--- src/rtl/nn_pkg.sv ---
// Shared types and default layer constants for the MNIST fully-connected layer feeders.
package nn_pkg;

  localparam int DATA_W = 16;
  localparam int TICK_W = 10;

  // 784 -> 20 -> 20 -> 10 network
  localparam int L1_N_IN  = 784;
  localparam int L1_N_OUT = 20;
  localparam int L2_N_IN  = 20;
  localparam int L2_N_OUT = 20;
  localparam int L3_N_IN  = 20;
  localparam int L3_N_OUT = 10;

  localparam int DEF_MEM_LAT   = 2;
  localparam int DEF_BIAS_TICK = 3;
  localparam int DEF_ACC_LAT   = 2;

  typedef enum logic [1:0] {
    IDLE = 2'd0,
    RUN  = 2'd1,
    DONE = 2'd2
  } feed_state_t;

  // Tick on which the neuron outputs are stable and get captured.
  function automatic int t_cap(input int n_in, input int bias_tick, input int acc_lat);
    return bias_tick + n_in + acc_lat;
  endfunction

endpackage

--- src/rtl/layer_addr_gen.sv ---
// Read-address generator for one layer pass: issues buffer/ROM reads and delays
// the valid and bias-row flags so they line up with the returned data.
module layer_addr_gen
  import nn_pkg::*;
#(
  parameter int N_IN      = L1_N_IN,
  parameter int MEM_LAT   = DEF_MEM_LAT,
  parameter int BIAS_TICK = DEF_BIAS_TICK,
  parameter int XA_W      = $clog2(N_IN),
  parameter int WA_W      = $clog2(N_IN + 1)
) (
  input  logic              clk,
  input  logic              rst_n,
  input  logic              active,
  input  logic [TICK_W-1:0] tick,
  output logic              rd_en,
  output logic [XA_W-1:0]   x_addr,
  output logic [WA_W-1:0]   w_addr,
  output logic              data_valid,
  output logic              bias_sel
);

  localparam int K0 = BIAS_TICK - MEM_LAT;

  logic [TICK_W-1:0]  row;
  logic               in_win;
  logic [XA_W-1:0]    x_addr_q;
  logic [WA_W-1:0]    w_addr_q;
  logic [MEM_LAT-1:0] v_pipe;
  logic [MEM_LAT-1:0] b_pipe;

  // Ticks below K0 wrap to a row far above N_IN, so one compare bounds both ends.
  assign row    = tick - TICK_W'(K0);
  assign in_win = active && (row <= TICK_W'(N_IN));
  assign rd_en  = in_win;

  always_comb begin
    w_addr = w_addr_q;
    x_addr = x_addr_q;
    if (in_win) begin
      w_addr = WA_W'(row);
      x_addr = (row == '0) ? '0 : XA_W'(row - TICK_W'(1));
    end
  end

  always_ff @(posedge clk or negedge rst_n) begin
    if (!rst_n) begin
      x_addr_q <= '0;
      w_addr_q <= '0;
      v_pipe   <= '0;
      b_pipe   <= '0;
    end else begin
      x_addr_q <= x_addr;
      w_addr_q <= w_addr;
      if (!active) begin
        v_pipe <= '0;
        b_pipe <= '0;
      end else begin
        v_pipe[0] <= in_win;
        b_pipe[0] <= in_win && (row == '0);
        for (int i = 1; i < MEM_LAT; i++) begin
          v_pipe[i] <= v_pipe[i-1];
          b_pipe[i] <= b_pipe[i-1];
        end
      end
    end
  end

  assign data_valid = v_pipe[MEM_LAT-1];
  assign bias_sel   = b_pipe[MEM_LAT-1];

endmodule

--- src/rtl/layer_feed_ctrl.sv ---
// Feeding side of one fully-connected layer: sequences a pass over N_OUT parallel
// neurons, streams latency-aligned X/W pairs, and captures Z when the MAC pipe drains.
module layer_feed_ctrl
  import nn_pkg::*;
#(
  parameter int N_IN      = L1_N_IN,
  parameter int N_OUT     = L1_N_OUT,
  parameter int MEM_LAT   = DEF_MEM_LAT,
  parameter int BIAS_TICK = DEF_BIAS_TICK,
  parameter int ACC_LAT   = DEF_ACC_LAT,
  parameter int XA_W      = $clog2(N_IN),
  parameter int WA_W      = $clog2(N_IN + 1)
) (
  input  logic                    Clk,
  input  logic                    Reset_n,
  input  logic                    Start,
  output logic                    Busy,
  output logic                    Done,
  output logic                    Active,
  output logic [TICK_W-1:0]       Tick,
  output logic                    Rd_en,
  output logic [XA_W-1:0]         X_addr,
  output logic [WA_W-1:0]         W_addr,
  input  logic [DATA_W-1:0]       X_rdata,
  input  logic [N_OUT*DATA_W-1:0] W_rdata,
  output logic [DATA_W-1:0]       X,
  output logic [N_OUT*DATA_W-1:0] W,
  input  logic [N_OUT*DATA_W-1:0] Z_in,
  output logic [N_OUT*DATA_W-1:0] Z_out,
  output logic                    Z_valid,
  output feed_state_t             State_dbg
);

  localparam int T_CAP = t_cap(N_IN, BIAS_TICK, ACC_LAT);

  if ((T_CAP + 1 >= (1 << TICK_W)) || (MEM_LAT > BIAS_TICK) || (MEM_LAT < 1)) begin : g_cfg_err
    $error("layer_feed_ctrl: T_CAP must fit Tick and 1 <= MEM_LAT <= BIAS_TICK");
  end

  feed_state_t       state_q, state_d;
  logic [TICK_W-1:0] tick_q, tick_d;
  logic              accept, capture;
  logic              data_valid, bias_sel;

  always_ff @(posedge Clk or negedge Reset_n) begin
    if (!Reset_n) begin
      state_q <= IDLE;
      tick_q  <= '0;
    end else begin
      state_q <= state_d;
      tick_q  <= tick_d;
    end
  end

  // DONE is the mandatory Active=0 clear cycle; a held Start restarts straight from it.
  always_comb begin
    state_d = state_q;
    tick_d  = tick_q;
    unique case (state_q)
      IDLE: begin
        if (Start) begin
          state_d = RUN;
          tick_d  = '0;
        end
      end
      RUN: begin
        if (tick_q == TICK_W'(T_CAP)) begin
          state_d = DONE;
          tick_d  = '0;
        end else begin
          tick_d = tick_q + TICK_W'(1);
        end
      end
      DONE: begin
        tick_d  = '0;
        state_d = Start ? RUN : IDLE;
      end
      default: begin
        state_d = IDLE;
        tick_d  = '0;
      end
    endcase
  end

  assign Active    = (state_q == RUN);
  assign Busy      = (state_q == RUN);
  assign Done      = (state_q == DONE);
  assign Tick      = tick_q;
  assign State_dbg = state_q;
  assign accept    = Start && (state_q != RUN);
  assign capture   = (state_q == RUN) && (tick_q == TICK_W'(T_CAP));

  always_ff @(posedge Clk or negedge Reset_n) begin
    if (!Reset_n) begin
      Z_out   <= '0;
      Z_valid <= 1'b0;
    end else begin
      if (capture) begin
        Z_out   <= Z_in;
        Z_valid <= 1'b1;
      end else if (accept) begin
        Z_valid <= 1'b0;
      end
    end
  end

  layer_addr_gen #(
    .N_IN      (N_IN),
    .MEM_LAT   (MEM_LAT),
    .BIAS_TICK (BIAS_TICK),
    .XA_W      (XA_W),
    .WA_W      (WA_W)
  ) u_addr_gen (
    .clk        (Clk),
    .rst_n      (Reset_n),
    .active     (Active),
    .tick       (tick_q),
    .rd_en      (Rd_en),
    .x_addr     (X_addr),
    .w_addr     (W_addr),
    .data_valid (data_valid),
    .bias_sel   (bias_sel)
  );

  // On the bias row the neurons substitute their own x, so X stays zero.
  always_comb begin
    X = '0;
    W = '0;
    if (Active && data_valid) begin
      W = W_rdata;
      if (!bias_sel) X = X_rdata;
    end
  end

endmodule

--- config.mk ---
export PLATFORM = sky130hd
export DESIGN_NAME = layer_feed_ctrl
export DESIGN_NICKNAME = d
export VERILOG_FILES = /design/src/rtl/nn_pkg.sv /design/src/rtl/layer_addr_gen.sv /design/src/rtl/layer_feed_ctrl.sv
export SDC_FILE = /design/constraint.sdc
export NUM_CORES = 1
export LEC_CHECK = 0
export CORE_AREA = 3 3 520 522
export CTS_BUF_LIST = sky130_fd_sc_hd__clkbuf_2
export DETAILED_ROUTE_END_ITERATION = 10
export DIE_AREA = 0 0 523 525
export PLACE_DENSITY_LB_ADDON = 0.3
export SLEW_MARGIN = 20
export SYNTH_ARGS = -nofsm -noshare
export SYNTH_HDL_FRONTEND = slang
export SYNTH_SLANG_ARGS = --single-unit
--- constraint.sdc ---
create_clock -name Clk -period 3.5 [get_ports Clk]
set_input_delay 0.35 -clock Clk [delete_from_list [all_inputs] [get_ports Clk]]
set_output_delay 0.35 -clock Clk [all_outputs]
set_load 0.02 [all_outputs]
==> flow_results.org, run 1 <==
** STA
- The max-slew violation count came to 0.
- RSZ-0062 raised after global routing :: yes
- Max frequency :: 0.2349 GHz
- Rel. slew slack :: 0.2727
- At the pin with the least slew margin, the transition time is 1.083 ns.
- Once routing completed, OpenROAD measured the worst setup slack at -0.7578 ns.
- Dividing the final minimum period by the clock period gives 1.217.
- Worst-case clock skew :: 0.1766 ns
- Final-report setup violation count :: about 130
- Final hold violation count :: 0
- After layout, the minimum clock period comes to about 4.3 ns.

** GRT
- The via count of the first global-routing pass was around 22,000.
- Wire length of the first global-routing pass :: 276.5 mm
- Total grt overflow :: 0
- Largest net degree at the start of global routing :: 108
- Initial antenna violation count :: 390
- Across every metal layer, demand over resource in global routing totals 0.1597.

** Die
- The initial utilization of the core area, before any placement, comes to 0.06125.
- Placeable core region :: 265,600 um2
- 1,352 I/O pins were placed.
- The die is 523 um wide.
- Total die area :: 274,600 um2
- Placement Rows :: between 150 and 200
- Die height :: around 530 um

** CTS
- Total clock sinks :: 357
- In this run the clock root is driven by a clkbuf_2.
- Clock-pin slew was measured on the worst setup and hold paths at 0.09 ns.
- Counting the buffers created by CTS gives 119.
- Buffer levels on the longest clock path :: 4
- TritonCTS built the clock tree.
- The H-tree was split into 3 levels.
- Clock latency on the worst-skew pair, taken at its later pin, is 1.50 ns.

** Setup path
- Cell chain of the critical path :: inv_1 -> ha_4 -> or4b_4 -> buf_6 -> o211ai_1 -> o311ai_2 -> o41a_2 -> buf_12 -> buf_12 -> buf_8 -> a22o_4 -> buf_12
- Measured in cells, the most critical reg-to-reg path has a length of 15.
- Along the worst path, the maximum fanout reaches 6.
- Tracing the worst setup path back leads to its startpoint at Tick[0].
- Worst EP required :: 3.15 ns
- The setup check on the worst reg-to-reg path leaves a slack of between 0.7 and 0.8 ns.
- By instance count, the cell type seen most on the critical path is buf_12.
- Cell class contributing the biggest share of worst-path delay :: buffers and inverters
- Destination of the worst register-to-register timing path :: u_addr_gen.w_addr_q[5]
- In this run the number of cells on the critical path is 12.
- Last element of the critical path :: X_addr[0]
- The slowest stage of the critical path belongs to the cell or4b_4.
- Crit path DAT :: 3.91 ns
- Longest individual stage delay on the worst path :: 0.48 ns
- Together, buffers and inverters on the worst path number 6.
- Nature of the critical path startpoint :: flop
- The critical path is of the flop to primary output type.
- Start of the worst register-to-register path :: Tick[0]
- The worst setup path is captured at a primary output.

** Worst hold path
- The worst hold path belongs to the class primary input to flop.

** Finish
- The filler cells instantiated in the layout total slightly below 30,000.
- For this run, the post-layout net count is between 4,000 and 5,000.
- Relative area change from synthesis to final layout :: 183.0%
- Measured on the finished design, the core utilization comes to 0.1734.
- In the final layout, the share of cells above drive strength 1 is 0.3633.

** Placement
- Timing analysis after detailed placement gives a worst setup slack of between 0.3 and 0.4 ns.
- The HPWL after detailed placement is 195.8 mm.
- GP Congestion :: 0.7928
- Port buffering added 1,351 buffers.

** Synthesis
- Nets in the synthesized netlist :: 1,969
- Synthesis produced a netlist whose cell count is around 1,300.
- For this run, the leading register cell type out of synthesis is dfrtp_1.
- Yosys cell types :: 53
- For this run, asynchronously set or reset flops after synthesis account for 1.000.
- Most instantiated cells after synthesis :: dfrtp_1 (357), and3_1 (326), mux2_2 (321)
- Synthesis inferred 357 register bits.
- Top cell type by total area after synthesis :: dfrtp_1
- In this run the mean area of a mapped cell was 12.46 um2.
- Total of warnings raised by yosys :: 0
- By instance count, the leading cell after synthesis is dfrtp_1.
- Sequential cell area fraction in the yosys report :: 0.5492
- Number of enable flip-flop cells after synthesis :: 0
- Area of the mapped netlist :: approximately 16,000 um2
- By area the synthesized netlist is led by dfrtp_1 (55%), mux2_2 (22%), and3_1 (13%), clkbuf_1 (1.9%), buf_2 (0.86%).
- The share of synthesized area in the top cell type comes to 0.5492.

** Status
- Outcome :: finished with violations
- The final reports fail on setup timing.

** Routing
- Avg Vias per Cell :: approximately 3
- Antenna viol nets, final :: 0
- Starting DRT DRC Count :: 818
- Summing over every cut layer, the via total after detailed routing is 21,991.
- WL per Instance :: between 30 and 40 um
- Detailed Route WL :: 229.8 mm
- Drt first pass iters :: 5
- In the routed design, unresolved DRC markers number 0.

** Pwr
- Leakage :: between 15 and 20 nW
- VDD sags by at most approximately 0.18 mV.
- For this design the ratio of total power to cell area is between 200 and 250 nW/um2.

** Flow run
- Maximum Capacitance Violations :: 0
per-stage QoR:
stage          instance area, um2  total power [mW]  hold WS, ns  setup TNS, ns  instances
2_1_floorplan               16270             4.622      0.05441              0       1306
3_3_place_gp                34980             6.176       0.4469              0       6107
3_5_place_dp                34980             6.180       0.4398              0       6107
4_1_cts                     45120             10.93     0.004342        -133.24       7062
5_1_grt                     45940             11.21      0.09330         -99.30       7103
6_report                    46040             10.57       0.3216         -19.85       7141
sequential cells by signal, summed over array words and instances, names as in the netlist:
register	count
Z_valid	1
u_addr_gen.x_addr_q	10
Z_out	320
State_dbg	2
u_addr_gen.b_pipe	2
u_addr_gen.w_addr_q	10
Tick	10
u_addr_gen.v_pipe	2
placed cells by master (no fill, tap or decap), types with 18 or more instances in the layout:
cell type        synthesis  routed
and3_4                   0     212
dlygate4sd3_1            0     636
o21ai_0                 26      19
and3_1                 326     114
and2_1                  19      19
clkbuf_2                 0     244
buf_12                   0     139
dfrtp_1                357     354
diode_2                  0      65
clkinv_1                 0      21
buf_4                   11      67
buf_6                    2     173
dlymetal6s2s_1           0      18
buf_2                   28      19
buf_8                    0      18
clkdlybuf4s50_1          0     977
nor2_1                  18      18
mux2_2                 321     320
buf_16                   0      25
worst min-delay path by stage:
stage | startpoint | slack, ns | cells past startpoint | to
5_1_grt | Z_in[3] | 0.09 | 3 | Z_out[3]
3_5_place_dp | u_addr_gen.v_pipe[0] | 0.44 | 1 | u_addr_gen.v_pipe[1]
6_report | Z_in[254] | 0.32 | 3 | Z_out[254]
2_1_floorplan | Reset_n | 0.05 | 0 | State_dbg[0]
3_3_place_gp | u_addr_gen.v_pipe[0] | 0.45 | 1 | u_addr_gen.v_pipe[1]
4_1_cts | Z_in[3] | 0.004 | 3 | Z_out[3]
worst reg2reg max path: stages (launching register included):
cell and delay (ns):
dfrtp_1 0.40, inv_1 0.10, ha_4 0.14, or4b_4 0.48, buf_6 0.14, o211ai_1 0.20
o311ai_2 0.13, o41a_2 0.16, buf_12 0.16, buf_12 0.14, buf_12 0.14, nand2_4 0.06
o21ai_4 0.06, buf_4 0.16, buf_4 0.12, buf_4 0.12
logic make-up after synthesis:
| kind of cell | Yosys count | synth area share |
|---|---|---|
| AND/OR/NAND/NOR | 410 | 0.1535 |
| flip-flops | 357 | 0.5492 |
| multiplexers | 322 | 0.2229 |
| AO/OA/AOI/OAI | 64 | 0.02638 |
| buffers and inverters | 133 | 0.03631 |
| XOR/XNOR | 16 | 0.008614 |
| adder cells (fa/ha/maj) | 4 | 0.003077 |
metal layers:
layer / vias up / routed length (um) / track usage
met4: 308 / 7914 / 0.03786
li1: 9192 / - / -
met3: 726 / 42790 / 0.1355
met2: 1511 / 90370 / 0.2291
met5: - / 1977 / 0
met1: 10254 / 86720 / 0.1767
final cells by class:
type / count / area (um2) / area share
antenna: 65 / 162.7 / 0.003533
clock buffer: 177 / 885.9 / 0.01924
clock inverter: 29 / 152.6 / 0.003316
inverter: 9 / 48.80 / 0.001060
multi-input combinational: 816 / 8078 / 0.1755
sequential: 357 / 8940 / 0.1942
tap: 3533 / 4420 / 0.09602
timing repair buffer: 2155 / 23350 / 0.5072
repair_timing:
item | in CTS | in global routing
resized for setup | 1090 | 434
pin swaps | 21 | 76
endpoints found under the hold margin | 689 | 0
cloned | 33 | 15
buffers inserted | 80 | 22
hold buffers | 637 | 0
endpoints found under the setup margin | 376 | 342
power by group:
group / switching [mW] / total [mW] / internal [mW] / leakage [nW]
logic: 1.01 / 2.72 / 1.71 / 14.0
registers: 0 / 4.12 / 4.12 / 4.91
clock network: 2.31 / 3.73 / 1.42 / 0.803
total: 3.31 / 10.6 / 7.25 / 19.8
(Power assumes the default switching activity.)
==> inputs of run 2 (changes only) <==
- CORE_AREA: 3 3 520 522 -> 3 3 525 527
- DIE_AREA: 0 0 523 525 -> 0 0 528 530
- HOLD_SLACK_MARGIN: not set -> 0.02
- SYNTH_HIERARCHICAL: not set -> 1
==> run 2 against run 1 <==
  * Critical endpoint is now X_addr[8]
  * Combinational power up 30%
  * First-iteration DRC count down 9.4%
  * Die area increased by 1.9%
  * Highest routed layer unchanged
  * Critical path depth decreased by 2
  * Cell count up 0.57%
  * Fmax rose by 1.8%
  * The run still ends with setup timing left
  * Worst setup slack improved by 0.075 ns
  * Sequential power up 3%
  * Via count down 3.0%
  * Flip-flop and latch count stayed put
  * Non-clock buffer count up 61
==> flow_results.org, run 2 <==
** Synthesis
- Number of enable flip-flop cells after synthesis :: 0 (unchanged)
- The part of the Yosys area used for sequential elements is 0.5394 (-0.009791).
- The biggest area contributor in the post-synthesis netlist is dfrtp_1.
- The cell count after synthesis was 1,275 (-2.4%).
- Share of synthesized flip-flops with an asynchronous set or reset :: 1.000 (unchanged)
- Nets in the synthesized netlist :: 1,940 (-1.5%)
- Most common cell in the synthesized netlist :: dfrtp_1
- Area share of the leading cell type in the synthesized netlist :: 0.5394 (-0.009791)
- Count of state elements after synthesis :: 357 (unchanged)
- Counting instances in the post-synthesis netlist gives the leading cell types as dfrtp_1 (357), and3_1 (322), mux2_1 (268).
- The synthesized area per cell is 12.99 um2 (+4.3%).
- The warning count from the yosys run is 6 (+6).
- Among all flip-flop cells after synthesis, the most frequent one is dfrtp_1.
- The mapped cell area is 16,560 um2 (+1.8%).
- The count of distinct cell types in the synthesized netlist was 58 (+9.4%).
- Synth top area cells :: dfrtp_1 (54%), mux2_1 (18%), and3_1 (12%), mux2_2 (4.1%), buf_6 (2.1%)

** GRT
- Wire length of the first global-routing pass :: 258.7 mm (-6.4%)
- The total global routing track utilization was 0.1443 (-0.01536).
- The pin count of the biggest net entering global routing is 109 (+0.93%).
- The initial antenna violation count is 204 (-48%).
- Total grt overflow :: 0 (unchanged)
- Vias in the first global route :: 22,152 (-0.67%)

** STA
- Final-report setup violation count :: 245 (+96%)
- The max-slew violation count was 0 (unchanged).
- The sum of negative setup slack was -37.09 ns (-17.24 ns).
- Tightest Pin Transition :: 0.8048 ns (-0.2778 ns)
- The minimum setup slack in the final design was -0.6832 ns (+0.07458 ns).
- Worst-case clock skew :: 0.2339 ns (+0.05726 ns)
- Max frequency :: 0.2391 GHz (+1.8%)
- Final hold violation count :: 0 (unchanged)
- The share of the cycle needed by the critical path after routing is 1.195 (-0.02131).
- RSZ-0062 raised after global routing :: yes
- The tightest slew margin relative to the limit came to 0.4618 (+0.1891).
- The final critical path time including I/O delays and setup is 4.183 ns (-0.07458 ns).

** Routing
- Antenna viol nets, final :: 0 (unchanged)
- The per-cell routed wire length came to 29.64 um (-7.9%).
- The post-detailed-route via-to-cell ratio was 2.970 (-3.6%).
- Vias after detailed routing :: 21,328 (-3.0%)
- The first-pass iteration count of the detailed router was 4 (-1).
- The count of routing violations after the opening detailed-route iteration came to 741 (-9.4%).
- The DRC violations left came to 0 (unchanged).
- Detailed Route WL :: 212.9 mm (-7.3%)

** Die
- The die boundary height came to 530 um (+0.95%).
- Die span in x :: 528 um (+0.96%)
- The I/O pin count is 1,352 (unchanged).
- The starting density of the core is 0.06111 (-0.0001398).
- The area of the core is 271,000 um2 (+2.0%).
- The total die area was 279,800 um2 (+1.9%).
- Placement Rows :: 191 (+1.1%)

** Setup path
- The worst endpoint data arrival time is 3.83 ns (-0.08 ns).
- Critical path endpoint category :: primary output
- The largest fanout on the critical path is 9 (+3).
- Worst EP required :: 3.15 ns (about the same)
- Nature of the critical path startpoint :: flop
- Internal reg-to-reg setup slack :: 0.57 ns (-0.16 ns)
- The critical path in this run is classified as flop to primary output.

** Finish
- Relative area change from synthesis to final layout :: 182.2%
- Largest register FFs :: 320 (unchanged)
- Fill cell instance count of the final layout :: 30,122 (+2.5%)
- The share of cells above drive strength 1 was 0.3241 (-0.03912).
- Most frequent cells in the layout :: clkdlybuf4s50_1 (991), dlygate4sd3_1 (615), dfrtp_1 (352)
- The multi-input combinational cell area is 8481 um2 (+5.0%).
- Leaving out fill and tap cells, the most frequent cell in the layout is clkdlybuf4s50_1.
- The sequential cell area is 8945 um2 (about the same).
- Final net count :: 4,168 (+1.1%)
- Biggest register :: Z_out

** Placement
- GP Congestion :: 0.9309 (+17%)
- The number of input and output port buffers inserted came to 1,351 (unchanged).
- The worst setup slack after placement is 0.2065 ns (-0.1396 ns).
- The post-DP HPWL came to 176.6 mm (-9.8%).

** CTS
- The tree is rooted in a clkbuf_2.
- Clock latency at the later pin of the worst-skew pair :: 1.44 ns (-0.06 ns)
- Total clock sinks :: 357 (unchanged)
- Number of H-tree levels :: 3 (unchanged)
- The buffer depth of the longest clock path is 3 (-1).
- TritonCTS built the clock tree.
- The clock buffer count from CTS was 118 (-0.84%).
- Clock input transition at the sequential cells of the worst setup and hold paths :: 0.09 ns (about the same)

** Pwr
- The worst vdd rail ir drop is 0.1778 mV (-2.1%).
- The power per cell area was 243.2 nW/um2 (+6.0%).
- Leakage :: 20.20 nW (+2.3%)

** Status
- Outcome :: finished with violations
- The final reports fail on setup timing.

** Flow run
- The max-capacitance violation count is 0 (unchanged).

** Worst hold path
- Tightest Hold Check Type :: primary input to flop
## run 2: changes by cell type in the layout (fill, tap and decap cells not counted), sizes merged, moves of 7 or more
cell	before	now
nand2	18	8
clkinv	25	38
a22o	9	0
o21ai	27	3
inv	10	17
diode	65	27
dlymetal6s2s	18	0
clkbuf	259	172
o221ai	0	9
buf	441	598
dlygate4sd3	636	615
mux2	322	329
clkdlybuf4s50	977	991
## run 2: critical path: stages (launching register included)
cell	delay (ns)
dfrtp_1	0.41
inv_2	0.11
ha_4	0.15
or4b_4	0.50
nor3b_4	0.21
or2_4	0.18
nor3_4	0.05
buf_12	0.16
o41ai_4	0.33
buf_4	0.20
buf_12	0.13
## run 2: what timing repair did
item	4_1_cts	5_1_grt
buffers inserted	92	96
cloned	30	8
resized for setup	1547	833
endpoints found under the setup margin	371	361
hold buffers	616	0
endpoints found under the hold margin	689	0
pin swaps	23	76
## run 2: per-layer routing
layer  track usage  vias to the layer above  wire length, um
li1              -                     9178                -
met2        0.2223                     1301            91740
met4       0.02829                       72             5556
met5             0                        -              450
met3       0.08744                      486            29150
met1        0.1712                    10291            86010
## run 2: kinds of logic (layout without fill, tap and decap cells)
| logic type | Yosys count | count (layout) | share of synthesized area |
|---|---|---|---|
| AOI/OAI and AO/OA | 36 | 36 | 0.01911 |
| DFF | 357 | 357 | 0.5394 |
| buffers and inverters | 122 | 2432 | 0.04419 |
| adders and majority gates | 6 | 6 | 0.004533 |
| other | 0 | 27 | 0 |
| and+or+nand+nor | 400 | 400 | 0.1556 |
| xor gates and xnor gates | 22 | 22 | 0.01163 |
| muxes | 332 | 332 | 0.2255 |
## run 2: per-stage QoR
step                      utilization  instances  instance area (um2)  hold slack, ns  power, mW
after floorplan                     -       1275                16560         0.05441      5.003
after global placement         0.1282       6143                34740          0.4441      6.975
after detailed placement       0.1282       6143                34740          0.4453      6.966
after CTS                      0.1652       7083                44760         0.02026      11.58
after global routing           0.1724       7169                46710         0.05408      12.09
final                          0.1725       7182                46740          0.3238      11.37
## run 2: final cells by class
cell class,count,share of cell area
sequential,357,0.1914
clock buffer,160,0.01713
timing repair buffer,2216,0.5065
clock inverter,42,0.004497
tap,3570,0.09556
antenna,27,0.001446
multi-input combinational,796,0.1814
timing repair inverter,2,0.0005354
inverter,12,0.001499
## run 2: final timing paths
kind,from,depth (start not counted),to
setup / recovery,Tick[1],10,X_addr[8]
hold / removal,Z_in[22],3,Z_out[22]
setup reg to reg,Tick[0],9,Z_out[33]
hold reg to reg,u_addr_gen/b_pipe[0],1,u_addr_gen/b_pipe[1]
max in group asynchronous,Reset_n,6,Z_out[140]
min in group asynchronous,Reset_n,5,Z_out[301]
## run 2: power by group
part           total [mW]  switching, mW  internal [mW]
logic                3.54           1.47           2.07
clock network        3.57           2.28           1.29
registers            4.26         0.0814           4.18
